==> src/rtl/chroni_bitmap_expander_if.sv <==
// Request and line-buffer write-port bundle for the chroni bitmap expander.
// The fetch FSM drives the request side and the expander drives the write port.
interface chroni_bitmap_expander_if #(
  parameter int ADDR_W = 11,
  parameter int PIX_W  = 8
);
  logic              wr_en;
  logic [ADDR_W-1:0] wr_addr;
  logic [7:0]        wr_data;
  logic [3:0]        wr_bitmap_bits;
  logic [PIX_W-1:0]  wr_bitmap_on;
  logic [PIX_W-1:0]  wr_bitmap_off;
  logic              wr_transparent;
  logic              wr_double;
  logic              busy;
  logic              buf_wr_en;
  logic [ADDR_W-1:0] buf_wr_addr;
  logic [PIX_W-1:0]  buf_wr_data;

  modport master (
    output wr_en, wr_addr, wr_data, wr_bitmap_bits, wr_bitmap_on, wr_bitmap_off,
           wr_transparent, wr_double,
    input  busy, buf_wr_en, buf_wr_addr, buf_wr_data
  );

  modport slave (
    input  wr_en, wr_addr, wr_data, wr_bitmap_bits, wr_bitmap_on, wr_bitmap_off,
           wr_transparent, wr_double,
    output busy, buf_wr_en, buf_wr_addr, buf_wr_data
  );
endinterface

==> src/rtl/chroni_bitmap_expander.sv <==
// Expands one bitmap byte (or one raw pixel) into per-cycle line buffer writes, MSB first,
// with optional transparency of '0' bits and 2x horizontal doubling.
module chroni_bitmap_expander #(
  parameter int ADDR_W = 11,
  parameter int PIX_W  = 8
) (
  input  logic                     sys_clk,
  input  logic                     reset_n,
  input  logic                     abort,
  chroni_bitmap_expander_if.slave  bus
);

  typedef enum logic {IDLE, EXPAND} state_t;

  state_t            state_q, state_d;
  logic [3:0]        rem_q, rem_d;
  logic [7:0]        shreg_q, shreg_d;
  logic              phase_q, phase_d;
  logic [ADDR_W-1:0] addr_q, addr_d;
  logic [PIX_W-1:0]  raw_q, raw_d;
  logic [PIX_W-1:0]  on_q, on_d;
  logic [PIX_W-1:0]  off_q, off_d;
  logic              raw_mode_q, raw_mode_d;
  logic              transp_q, transp_d;
  logic              double_q, double_d;
  logic              buf_en_q, buf_en_d;
  logic [ADDR_W-1:0] buf_addr_q, buf_addr_d;
  logic [PIX_W-1:0]  buf_data_q, buf_data_d;

  logic              req_raw;
  logic [3:0]        req_nbits;
  logic [4:0]        req_nslots;

  function automatic logic slot_en(input logic raw, input logic bit_v, input logic transp);
    return raw | bit_v | ~transp;
  endfunction

  function automatic logic [PIX_W-1:0] slot_pix(input logic raw, input logic bit_v,
                                                input logic [PIX_W-1:0] raw_pix,
                                                input logic [PIX_W-1:0] on_pix,
                                                input logic [PIX_W-1:0] off_pix);
    if (raw)        return raw_pix;
    else if (bit_v) return on_pix;
    else            return off_pix;
  endfunction

  always_comb begin
    state_d    = state_q;
    rem_d      = rem_q;
    shreg_d    = shreg_q;
    phase_d    = phase_q;
    addr_d     = addr_q;
    raw_d      = raw_q;
    on_d       = on_q;
    off_d      = off_q;
    raw_mode_d = raw_mode_q;
    transp_d   = transp_q;
    double_d   = double_q;
    buf_en_d   = 1'b0;
    buf_addr_d = '0;
    buf_data_d = '0;

    req_raw    = (bus.wr_bitmap_bits == 4'd0);
    req_nbits  = req_raw ? 4'd1 : ((bus.wr_bitmap_bits > 4'd8) ? 4'd8 : bus.wr_bitmap_bits);
    req_nslots = bus.wr_double ? {req_nbits, 1'b0} : {1'b0, req_nbits};

    unique case (state_q)
      IDLE: begin
        if (bus.wr_en && !abort) begin
          // The first slot is emitted straight from the request so it shows up one cycle later.
          state_d    = EXPAND;
          rem_d      = 4'(req_nslots - 5'd1);
          raw_mode_d = req_raw;
          raw_d      = PIX_W'(bus.wr_data);
          on_d       = bus.wr_bitmap_on;
          off_d      = bus.wr_bitmap_off;
          transp_d   = bus.wr_transparent;
          double_d   = bus.wr_double;
          shreg_d    = bus.wr_double ? bus.wr_data : (bus.wr_data << 1);
          phase_d    = bus.wr_double;
          addr_d     = bus.wr_addr + ADDR_W'(1);
          buf_en_d   = slot_en(req_raw, bus.wr_data[7], bus.wr_transparent);
          buf_addr_d = bus.wr_addr;
          buf_data_d = slot_pix(req_raw, bus.wr_data[7], PIX_W'(bus.wr_data),
                                bus.wr_bitmap_on, bus.wr_bitmap_off);
        end
      end
      EXPAND: begin
        if (abort || rem_q == 4'd0) begin
          state_d = IDLE;
        end else begin
          buf_en_d   = slot_en(raw_mode_q, shreg_q[7], transp_q);
          buf_addr_d = addr_q;
          buf_data_d = slot_pix(raw_mode_q, shreg_q[7], raw_q, on_q, off_q);
          addr_d     = addr_q + ADDR_W'(1);
          rem_d      = rem_q - 4'd1;
          // In 2x mode the current bit is held for a second slot before shifting.
          if (!double_q || phase_q) shreg_d = shreg_q << 1;
          phase_d    = double_q & ~phase_q;
        end
      end
      default: state_d = IDLE;
    endcase
  end

  always_ff @(posedge sys_clk or negedge reset_n) begin
    if (!reset_n) begin
      state_q    <= IDLE;
      rem_q      <= '0;
      shreg_q    <= '0;
      phase_q    <= 1'b0;
      addr_q     <= '0;
      raw_q      <= '0;
      on_q       <= '0;
      off_q      <= '0;
      raw_mode_q <= 1'b0;
      transp_q   <= 1'b0;
      double_q   <= 1'b0;
      buf_en_q   <= 1'b0;
      buf_addr_q <= '0;
      buf_data_q <= '0;
    end else begin
      state_q    <= state_d;
      rem_q      <= rem_d;
      shreg_q    <= shreg_d;
      phase_q    <= phase_d;
      addr_q     <= addr_d;
      raw_q      <= raw_d;
      on_q       <= on_d;
      off_q      <= off_d;
      raw_mode_q <= raw_mode_d;
      transp_q   <= transp_d;
      double_q   <= double_d;
      buf_en_q   <= buf_en_d;
      buf_addr_q <= buf_addr_d;
      buf_data_q <= buf_data_d;
    end
  end

  assign bus.busy        = (state_q == EXPAND);
  assign bus.buf_wr_en   = buf_en_q;
  assign bus.buf_wr_addr = buf_addr_q;
  assign bus.buf_wr_data = buf_data_q;

endmodule

==> src/flat_wrapper.sv <==
// flat-port wrapper written by rule: the top's interface ports become plain ports
module chroni_bitmap_expander_flat 
#(
  parameter int ADDR_W = 11,
  parameter int PIX_W  = 8
)
  (sys_clk, reset_n, abort, bus_wr_en, bus_wr_addr, bus_wr_data, bus_wr_bitmap_bits, bus_wr_bitmap_on, bus_wr_bitmap_off, bus_wr_transparent, bus_wr_double, bus_busy, bus_buf_wr_en, bus_buf_wr_addr, bus_buf_wr_data);
  chroni_bitmap_expander_if #(.ADDR_W(ADDR_W), .PIX_W(PIX_W)) bus_i ();
  input  logic sys_clk;
  input  logic reset_n;
  input  logic abort;
  input wire logic [$bits(bus_i.wr_en)-1:0] bus_wr_en;
  input wire logic [$bits(bus_i.wr_addr)-1:0] bus_wr_addr;
  input wire logic [$bits(bus_i.wr_data)-1:0] bus_wr_data;
  input wire logic [$bits(bus_i.wr_bitmap_bits)-1:0] bus_wr_bitmap_bits;
  input wire logic [$bits(bus_i.wr_bitmap_on)-1:0] bus_wr_bitmap_on;
  input wire logic [$bits(bus_i.wr_bitmap_off)-1:0] bus_wr_bitmap_off;
  input wire logic [$bits(bus_i.wr_transparent)-1:0] bus_wr_transparent;
  input wire logic [$bits(bus_i.wr_double)-1:0] bus_wr_double;
  output wire logic [$bits(bus_i.busy)-1:0] bus_busy;
  output wire logic [$bits(bus_i.buf_wr_en)-1:0] bus_buf_wr_en;
  output wire logic [$bits(bus_i.buf_wr_addr)-1:0] bus_buf_wr_addr;
  output wire logic [$bits(bus_i.buf_wr_data)-1:0] bus_buf_wr_data;
  assign bus_i.wr_en = bus_wr_en;
  assign bus_i.wr_addr = bus_wr_addr;
  assign bus_i.wr_data = bus_wr_data;
  assign bus_i.wr_bitmap_bits = bus_wr_bitmap_bits;
  assign bus_i.wr_bitmap_on = bus_wr_bitmap_on;
  assign bus_i.wr_bitmap_off = bus_wr_bitmap_off;
  assign bus_i.wr_transparent = bus_wr_transparent;
  assign bus_i.wr_double = bus_wr_double;
  assign bus_busy = bus_i.busy;
  assign bus_buf_wr_en = bus_i.buf_wr_en;
  assign bus_buf_wr_addr = bus_i.buf_wr_addr;
  assign bus_buf_wr_data = bus_i.buf_wr_data;
  chroni_bitmap_expander #(.ADDR_W(ADDR_W), .PIX_W(PIX_W)) u_core (.sys_clk(sys_clk), .reset_n(reset_n), .abort(abort), .bus(bus_i));
endmodule
==> config.mk <==
export PLATFORM = sky130hd
export DESIGN_NAME = chroni_bitmap_expander_flat
export DESIGN_NICKNAME = d
export VERILOG_FILES = /design/src/rtl/chroni_bitmap_expander_if.sv /design/src/rtl/chroni_bitmap_expander.sv /design/src/flat_wrapper.sv
export SDC_FILE = /design/constraint.sdc
export NUM_CORES = 1
export LEC_CHECK = 0
export BUFFER_PORTS_ARGS = -buffer_cell sky130_fd_sc_hd__buf_2
export CAP_MARGIN = 20
export CELL_PAD_IN_SITES_DETAIL_PLACEMENT = 0
export CELL_PAD_IN_SITES_GLOBAL_PLACEMENT = 1
export CORE_MARGIN = 1.5
export CORE_UTILIZATION = 47
export CTS_BUF_LIST = sky130_fd_sc_hd__clkbuf_2
export CTS_CLUSTER_SIZE = 8
export DETAILED_ROUTE_END_ITERATION = 10
export GPL_ROUTABILITY_DRIVEN = 0
export GPL_TIMING_DRIVEN = 0
export PLACE_DENSITY_LB_ADDON = 0.2
export SLEW_MARGIN = 20
export SYNTH_ARGS = -nofsm -noshare
export SYNTH_HDL_FRONTEND = slang
export SYNTH_SLANG_ARGS = --single-unit
==> constraint.sdc <==
create_clock -name sys_clk -period 5.9 [get_ports sys_clk]
set_input_delay 1.18 -clock sys_clk [delete_from_list [all_inputs] [get_ports sys_clk]]
set_output_delay 1.18 -clock sys_clk [all_outputs]
set_load 0.03 [all_outputs]
**Yosys cells after proc, flatten, opt, wreduce, memory -nomap -nowiden**

Index checks and enable logic that the tools add are counted.

- Register bits after elaboration: 72
- Input port bits: 45
- Output and inout port bits: 21
- Logic and storage cells: 74

- Add/subtract/negate cells: 4
- $lt $le $gt $ge: 1
- Equality and inequality tests: 3
- Multiplexer cells: 33
- Bitwise logic cells: 9
- Reduce and logical (&&, ||, !) cells: 10

Operators with widths:

| operator | count |
|---|---|
| $mux 8 | 10 |
| $mux 11 | 4 |
| $pmux 11 s2 | 2 |
| $pmux 8 s2 | 2 |
| $add 11x1->11 const B | 2 |
| $mux 4 | 5 |
| $logic_not 4->1 | 2 |
| $pmux 4 s2 | 1 |
| $sub 4x1->4 const B | 2 |
| $mux 1 | 6 |
| $pmux 1 s2 | 3 |
| $gt 4x4->1 const B | 1 |
| $ne 2x2->1 const B | 2 |
| $not 1->1 | 4 |
| $or 1x1->1 | 4 |
| $reduce_and 2->1 | 2 |
| $reduce_and 3->1 | 1 |
| $logic_not 1->1 | 2 |
| $logic_or 1x1->1 | 2 |
| $ne 2x1->1 const B | 1 |
| $and 1x1->1 | 1 |
| $logic_and 1x1->1 | 1 |

**Depth between registers and ports, before layout**

Gate-level depths: netlist (run 1).

- Depth in word-level cells: 7
- Mapped depth: 10

**Worst setup path after synthesis (run 1)**

No wires, ideal clock.

- Kind: input to register
- Start: in bus_wr_addr[1]
- End: reg u_core.addr_q[6]
- Setup time: 94 ps
- Arrival time: 2383 ps
- Data required time: 5806 ps
- Setup slack: 3423 ps
- Stages: 7
- Buffers on the path: 0
- Cells stage by stage: mux2_2 > ha_1 > nand4b_1 > and2_1 > a21oi_2 > xnor2_1 > a221oi_2

- Cells in the longest elaborated chain, start to end: 3

RTL lines:

| item | RTL line | text |
|---|---|---|
| from (decl) | flat_wrapper.sv:13 | `input wire logic [$bits(bus_i.wr_addr)-1:0] bus_wr_addr;` |
| $add 11x1->11 | chroni_bitmap_expander.sv:81 | `addr_d = bus.wr_addr + ADDR_W'(1);` |
| $mux 11 | chroni_bitmap_expander.sv:69 | `if (bus.wr_en && !abort) begin` |
| $pmux 11 s2 | chroni_bitmap_expander.sv:67 | `unique case (state_q)` |
| to (signal assigned) | chroni_bitmap_expander.sv:127 | `addr_q <= addr_d;` |
| to (decl) | chroni_bitmap_expander.sv:19 | `logic [ADDR_W-1:0] addr_q, addr_d;` |

Every way passes these cells. The select of a mux whose other input is x is not followed.
A chain may end at the register's enable or synchronous reset.

**Worst setup path after layout (run 1)**

- Start: reg u_core.state_q, in the netlist u_core.bus.busy
- End: reg u_core.addr_q[6]

- Cells in the longest elaborated chain, start to end: 3
- Elaborated cells between the ends (all ways): 5
- Those cells by class: 2 x eq/ne; 1 x mux; 1 x bitwise; 1 x reduce/logical

RTL lines:

| item | RTL line | text |
|---|---|---|
| from (decl) | chroni_bitmap_expander.sv:15 | `state_t state_q, state_d;` |
| from (signal assigned) | chroni_bitmap_expander.sv:123 | `state_q <= state_d;` |
| $not 1->1 (no line) | n/a |  |
| $ne 2x1->1 (no line) | n/a |  |
| $reduce_and 2->1 (no line) | n/a |  |

Parallel ways exist; a longest one is shown, timed or not.

==> impl_metrics.tcl, run 1 <==
set metrics [dict create \
    final_net_count 538 \
    critPathKind "register to register" \
    min_period_ns 2.504 \
    synth_top_area_share_pct 47.63 \
    dieArea_um2 8595 \
    drc 0 \
    cts_buffers 9 \
    ys.flop_type "dfrtp_1" \
    clock-sinks 72 \
    grt_pass1_wl_mm 15.82 \
    syn_area_um2 3782 \
    drv_cap 0 \
    drtIter0Drc 168 \
    p_per_area_nw_per_um2 367.4 \
    crit_required_ns 6.33 \
    cts_tree "yes" \
    root_buffer "clkbuf_2" \
    finalSetupViolCount 0 \
    num_antenna_cells 0 \
    antenna_found_initial 0 \
    max_freq_ghz 0.3993 \
    pwr-share-comb_pct 33.6 \
    row_count 32 \
    path_max_fanout 10 \
    postCtsHoldBufs 0 \
    die_h_um 92.71 \
    finalHoldViolCount 0 \
    ys_ff_latch 72 \
    end_kind "register" \
    multiInputGateArea_um2 1804 \
    yosys_warnings 0 \
    rsz0062_at_grt "false" \
    p_int_mw 0.9967 \
    arrival_ns 2.94 \
    cts_resized 0 \
    yosysTopAreaCell "dfrtp_1" \
    die_x_um 92.71 \
    cts_buffer_depth 2 \
    power_frac_seq_pct 47.0 \
    relSlewSlack_pct 59.38 \
    dp_hpwl_mm 6.781 \
    pin_count 66 \
    ant_nets 0 \
    ys_top_cells_by_area "dfrtp_1 48%, nand2_1 11%, mux2i_1 7.7%, a21oi_1 4.0%, nor2_1 3.0%" \
    clock_latency_ns 0.51 \
    grt-ovfl-total 0 \
    ir_drop_mv 0.1311 \
    worst_slew_pin_slew_ns 0.6094 \
    layout_commonest_cell "nand2_1" \
    drt-total-wl_mm 9.460 \
    path_clk_slew_ns 0.21 \
    fin_crit_sh_pct 42.44 \
    ys_seq_area_share_pct 47.63 \
    syn-mean-instance-area_um2 9.114 \
    regArea_um2 1802 \
    synth_cell_types 52 \
    slew_violations 0 \
    worstSetupStartpointType "register" \
    final_cell_mix "109 x nand2_1, 77 x buf_2, 72 x dfrtp_1" \
    n_fill_cell 731 \
    dr.pass1.iters 5 \
    synth_cells 415 \
    synth_edf_count 0 \
    initial_core_util_pct 48.70 \
    clock_skew_ns 0.02859 \
    hp-class "register to register" \
    gr-usage-all-layers_pct 23.87 \
    coreArea_um2 7767 \
    numPortBuffers 65 \
    vias 3199 \
    area_growth_pct 15.81 \
    cts_setup_buffers 0 \
    wl_per_cell_um 15.82 \
    grt_pass1_vias 3171 \
    cts.htree.levels 3 \
    syn-num-nets 461 \
    routed_via_density 5.349 \
    clkPwrFrac_pct 19.4 \
    power_switching_mw 0.6125 \
    swShare_pct 38.06 \
    drive_above_1_share_pct 23.19 \
    fin_total_pwr_mw 1.609 \
    power_leakage_nw 2.203 \
    setup-tns-final_ns 0 \
    async_flop_share_pct 100.0 \
    grt_start_max_net_pins 40 \
    outcome "completed" \
]
worst paths after layout:
path                                       from                        end  slack, ns  depth (start not counted)
max in group asynchronous               reset_n           u_core.addr_q[5]       4.74                          2
worst min register to register  u_core.transp_q            u_core.transp_q       0.50                          2
worst max register to register  u_core.bus.busy           u_core.addr_q[6]       3.40                         10
worst min-delay path            u_core.transp_q            u_core.transp_q       0.50                          2
worst max-delay path            u_core.bus.busy           u_core.addr_q[6]       3.40                         10
min in group asynchronous               reset_n  u_core.bus.buf_wr_addr[0]       0.57                          1
worst max-delay path, stage by stage (launching register included):
cell and delay (ns):
dfrtp_1 0.38, buf_4 0.17, buf_6 0.15, buf_2 0.27, mux2_2 0.37, ha_1 0.27
nand4b_1 0.14, and2_1 0.20, a21oi_2 0.07, xnor2_1 0.14, a221oi_2 0.26
Yosys cell counts (4+ instances only):
master,number
o21ai_1,6
a22o_1,4
o22ai_1,12
clkbuf_1,6
buf_2,13
nor2_1,30
nand2_1,109
xnor2_1,8
nand4_1,5
a21oi_1,30
inv_1,8
a211oi_1,4
nand3_1,7
o21ai_0,18
mux2i_1,29
dfrtp_1,72
state kept, by name (all words and copies together), names as in the netlist:
signal                  cells
u_core.addr_q              11
u_core.bus.buf_wr_addr     11
u_core.bus.buf_wr_data      8
u_core.off_q                8
u_core.on_q                 8
u_core.raw_q                8
u_core.shreg_q              8
u_core.rem_q                4
u_core.bus.buf_wr_en        1
u_core.bus.busy             1
u_core.double_q             1
u_core.phase_q              1
u_core.raw_mode_q           1
u_core.transp_q             1
per-stage QoR:
stage	utilization [%]	area (um2)	setup slack, ns	cells	hold slack [ns]
detailed placement	54.82	4258	3.152	583	0.4597
global route	56.39	4380	3.184	598	0.5288
floorplan	-	3782	3.423	415	0.4376
global placement	54.53	4235	3.150	582	0.4500
finish	56.39	4380	3.396	598	0.4969
CTS	56.39	4380	3.357	598	0.5020
cell families (layout without fill, tap and decap cells):
logic type               Yosys count  count (layout)  share of synthesized area, %
flip-flops                        72              72                         47.63
buffers and inverters             34             115                         4.664
XOR/XNOR                           9               9                         2.084
multiplexers                      32              32                         8.568
adder cells (fa/ha/maj)            1               1                        0.3307
AND/OR/NAND/NOR                  172             172                         20.64
AO/OA/AOI/OAI                     95              95                         16.08
final cells by class:
cell class | instances | area share (%)
sequential | 72 | 41.13
inverter | 10 | 0.9140
multi-input combinational | 309 | 41.19
timing repair buffer | 66 | 7.941
buffer | 24 | 3.113
clock buffer | 10 | 1.143
clock inverter | 5 | 1.657
tap | 102 | 2.913
routing by layer:
metal	routed length [um]	global-route usage, %	vias to the layer above
li1	-	-	1586
met1	4180	30.70	1505
met2	4672	39.64	97
met3	467	3.530	11
met4	140	11.11	0
met5	0	0	-
power by group through the flow:
stage	Sequential [mW]	Combinational [mW]	Clock [mW]
after detailed placement	0.764	0.544	0
after global routing	0.775	0.608	0.342
after floorplan	0.786	0.357	0
after global placement	0.757	0.530	0
after CTS	0.754	0.545	0.318
final	0.757	0.540	0.312
Power figures use the tool's default switching activity.
==> inputs of run 2 (changes only) <==
CORE_UTILIZATION = 44   (was 47)
clock period = 2.5 ns   (was 5.9 ns; I/O delays follow)
==> run 2 against run 1 <==
  * Via count decreased by 0.19%
  * Hold slack worse by 0.30 ns
  * Clock skew is 0.0044 ns lower
  * Total power grew 130%
  * Worst setup slack worse by 3.2 ns
  * Utilization shrank 3.3 points
  * Sequential share of layout area about the same
  * First-iteration DRC count down 36%
  * Non-clock buffer count unchanged
  * Flip-flop and latch count unchanged
  * Critical path type unchanged
  * Largest cell class unchanged
==> impl_metrics.tcl, run 2 (synthesis gave the netlist of run 1 again) <==
set metrics [dict create \
    dp_hpwl_mm 6.741 \
    numPortBuffers 65 \
    met2WireLength_mm 4.627 \
    cts_resized 0 \
    path_clk_slew_ns 0.21 \
    drtIter0Drc 107 \
    grt_pass1_vias 3128 \
    grt-ovfl-total 0 \
    finalHoldViolCount 0 \
    grt_start_max_net_pins 49 \
    die_h_um 95.72 \
    rsz0062_at_grt "false" \
    n_fill_cell 795 \
    drv_cap 0 \
    worstSetupStartpointType "register" \
    initial_core_util_pct 45.80 \
    vias 3193 \
    layout_commonest_cell "nand2_1" \
    end_kind "register" \
    routed_via_density 5.304 \
    clock_skew_ns 0.02422 \
    multiInputGateArea_um2 1804 \
    final_cell_mix "109 x nand2_1, 76 x buf_2, 72 x dfrtp_1" \
    drt-total-wl_mm 9.466 \
    crit_required_ns 2.93 \
    area_growth_pct 15.85 \
    r2r-start "u_core.bus.busy" \
    top_layer "met4" \
    max_freq_ghz 0.4329 \
    dieArea_um2 9161 \
    drt-met1-wl_mm 4.208 \
    wl_per_cell_um 15.72 \
    die_x_um 95.72 \
    met3_length_um 443 \
    regArea_um2 1802 \
    worstHoldPathCells 3 \
    relSlewSlack_pct 58.53 \
    finalSetupViolCount 0 \
    dr.pass1.iters 4 \
    ant_nets 0 \
    cts.htree.levels 3 \
    cp-startpoint "u_core.bus.busy" \
    arrival_ns 2.74 \
    clock-sinks 72 \
    row_count 33 \
    cts_buffer_depth 2 \
    drive_above_1_share_pct 23.14 \
    ir_drop_mv 0.3106 \
    num_antenna_cells 0 \
    final_net_count 538 \
    clock_latency_ns 0.50 \
    gr-usage-all-layers_pct 22.80 \
    root_buffer "clkbuf_2" \
    antenna_found_initial 0 \
    setup-tns-final_ns 0 \
    fin_total_pwr_mw 3.702 \
    holdCritStartpoint "bus_wr_bitmap_off[1]" \
    cts_tree "yes" \
    drc 0 \
    critPathKind "register to register" \
    worst_slew_pin_slew_ns 0.6221 \
    power_leakage_nw 2.192 \
    pin_count 66 \
    slew_violations 0 \
    path_max_fanout 19 \
    grt_pass1_wl_mm 15.64 \
    min_period_ns 2.310 \
    fin_crit_sh_pct 92.39 \
    outcome "completed" \
    coreArea_um2 8258 \
    rr_worst_depth 9 \
    p_per_area_nw_per_um2 844.9 \
    cts_buffers 9 \
    hp-class "input port to register" \
]
==> run 2: cell types whose count changed in the layout (fill, tap and decap cells not counted), sizes merged <==
cell / delta
buf: -1
bufinv: -1
clkbuf: -1
clkinv: +1
clkinvlp: +2
dlygate4sd3: +1
==> run 2: area by class of cell <==
cell class	count	area share, %
Clock inverter	7	1.428
Multi-Input combinational cell	309	41.18
Clock buffer	9	1.028
Inverter	10	0.9138
Timing Repair Buffer	67	8.338
Tap cell	105	2.998
Buffer	23	2.998
Sequential cell	72	41.12
==> run 2: repair_timing <==
item                       4_1_cts  5_1_grt
hold buffers                     1        0
hold endpoints to repair        24        0
setup buffers                    0        0
setup endpoints to repair        1        0
==> run 2: worst paths after layout <==
kind | to | slack (ns)
worst max-delay path | u_core.addr_q[6] | 0.19
worst min-delay path | u_core.off_q[1] | 0.20
worst max register to register | u_core.addr_q[6] | 0.19
worst min register to register | u_core.shreg_q[0] | 0.49
max in group asynchronous | u_core.on_q[4] | 1.51
min in group asynchronous | u_core.addr_q[2] | 0.41
==> run 2: through the flow <==
step	cell area (um2)	setup WS, ns	util, %	cells	hold WS, ns
2_1_floorplan	3782	0.1052	-	415	0.2044
3_3_place_gp	4239	0.08694	51.33	585	0.4518
3_5_place_dp	4269	0.04150	51.70	586	0.4370
4_1_cts	4382	0.2120	53.06	602	0.1601
5_1_grt	4382	0.04982	53.06	602	0.1646
6_report	4382	0.1902	53.06	602	0.2000
==> run 2: critical path: stages, from the launching register on <==
cell	delay, ns
dfrtp_1	0.39
buf_4	0.18
buf_6	0.21
mux2_2	0.37
ha_1	0.25
nand4b_1	0.14
and2_1	0.22
a21oi_2	0.07
xnor2_1	0.14
a221oi_2	0.27
==> run 2: power by group <==
part           switching, mW  internal (mW)  leakage (nW)
sequential             0.274           1.50         0.907
clock                  0.429          0.220        0.0628
combinational          0.750          0.527          1.22
total                   1.45           2.25          2.19
==> run 2: metal layers <==
layer	vias to the layer above	GRT usage (%)
li1	1586	-
met1	1500	28.70
met4	0	10.42
met3	17	3.791
met5	-	0
met2	90	38.26
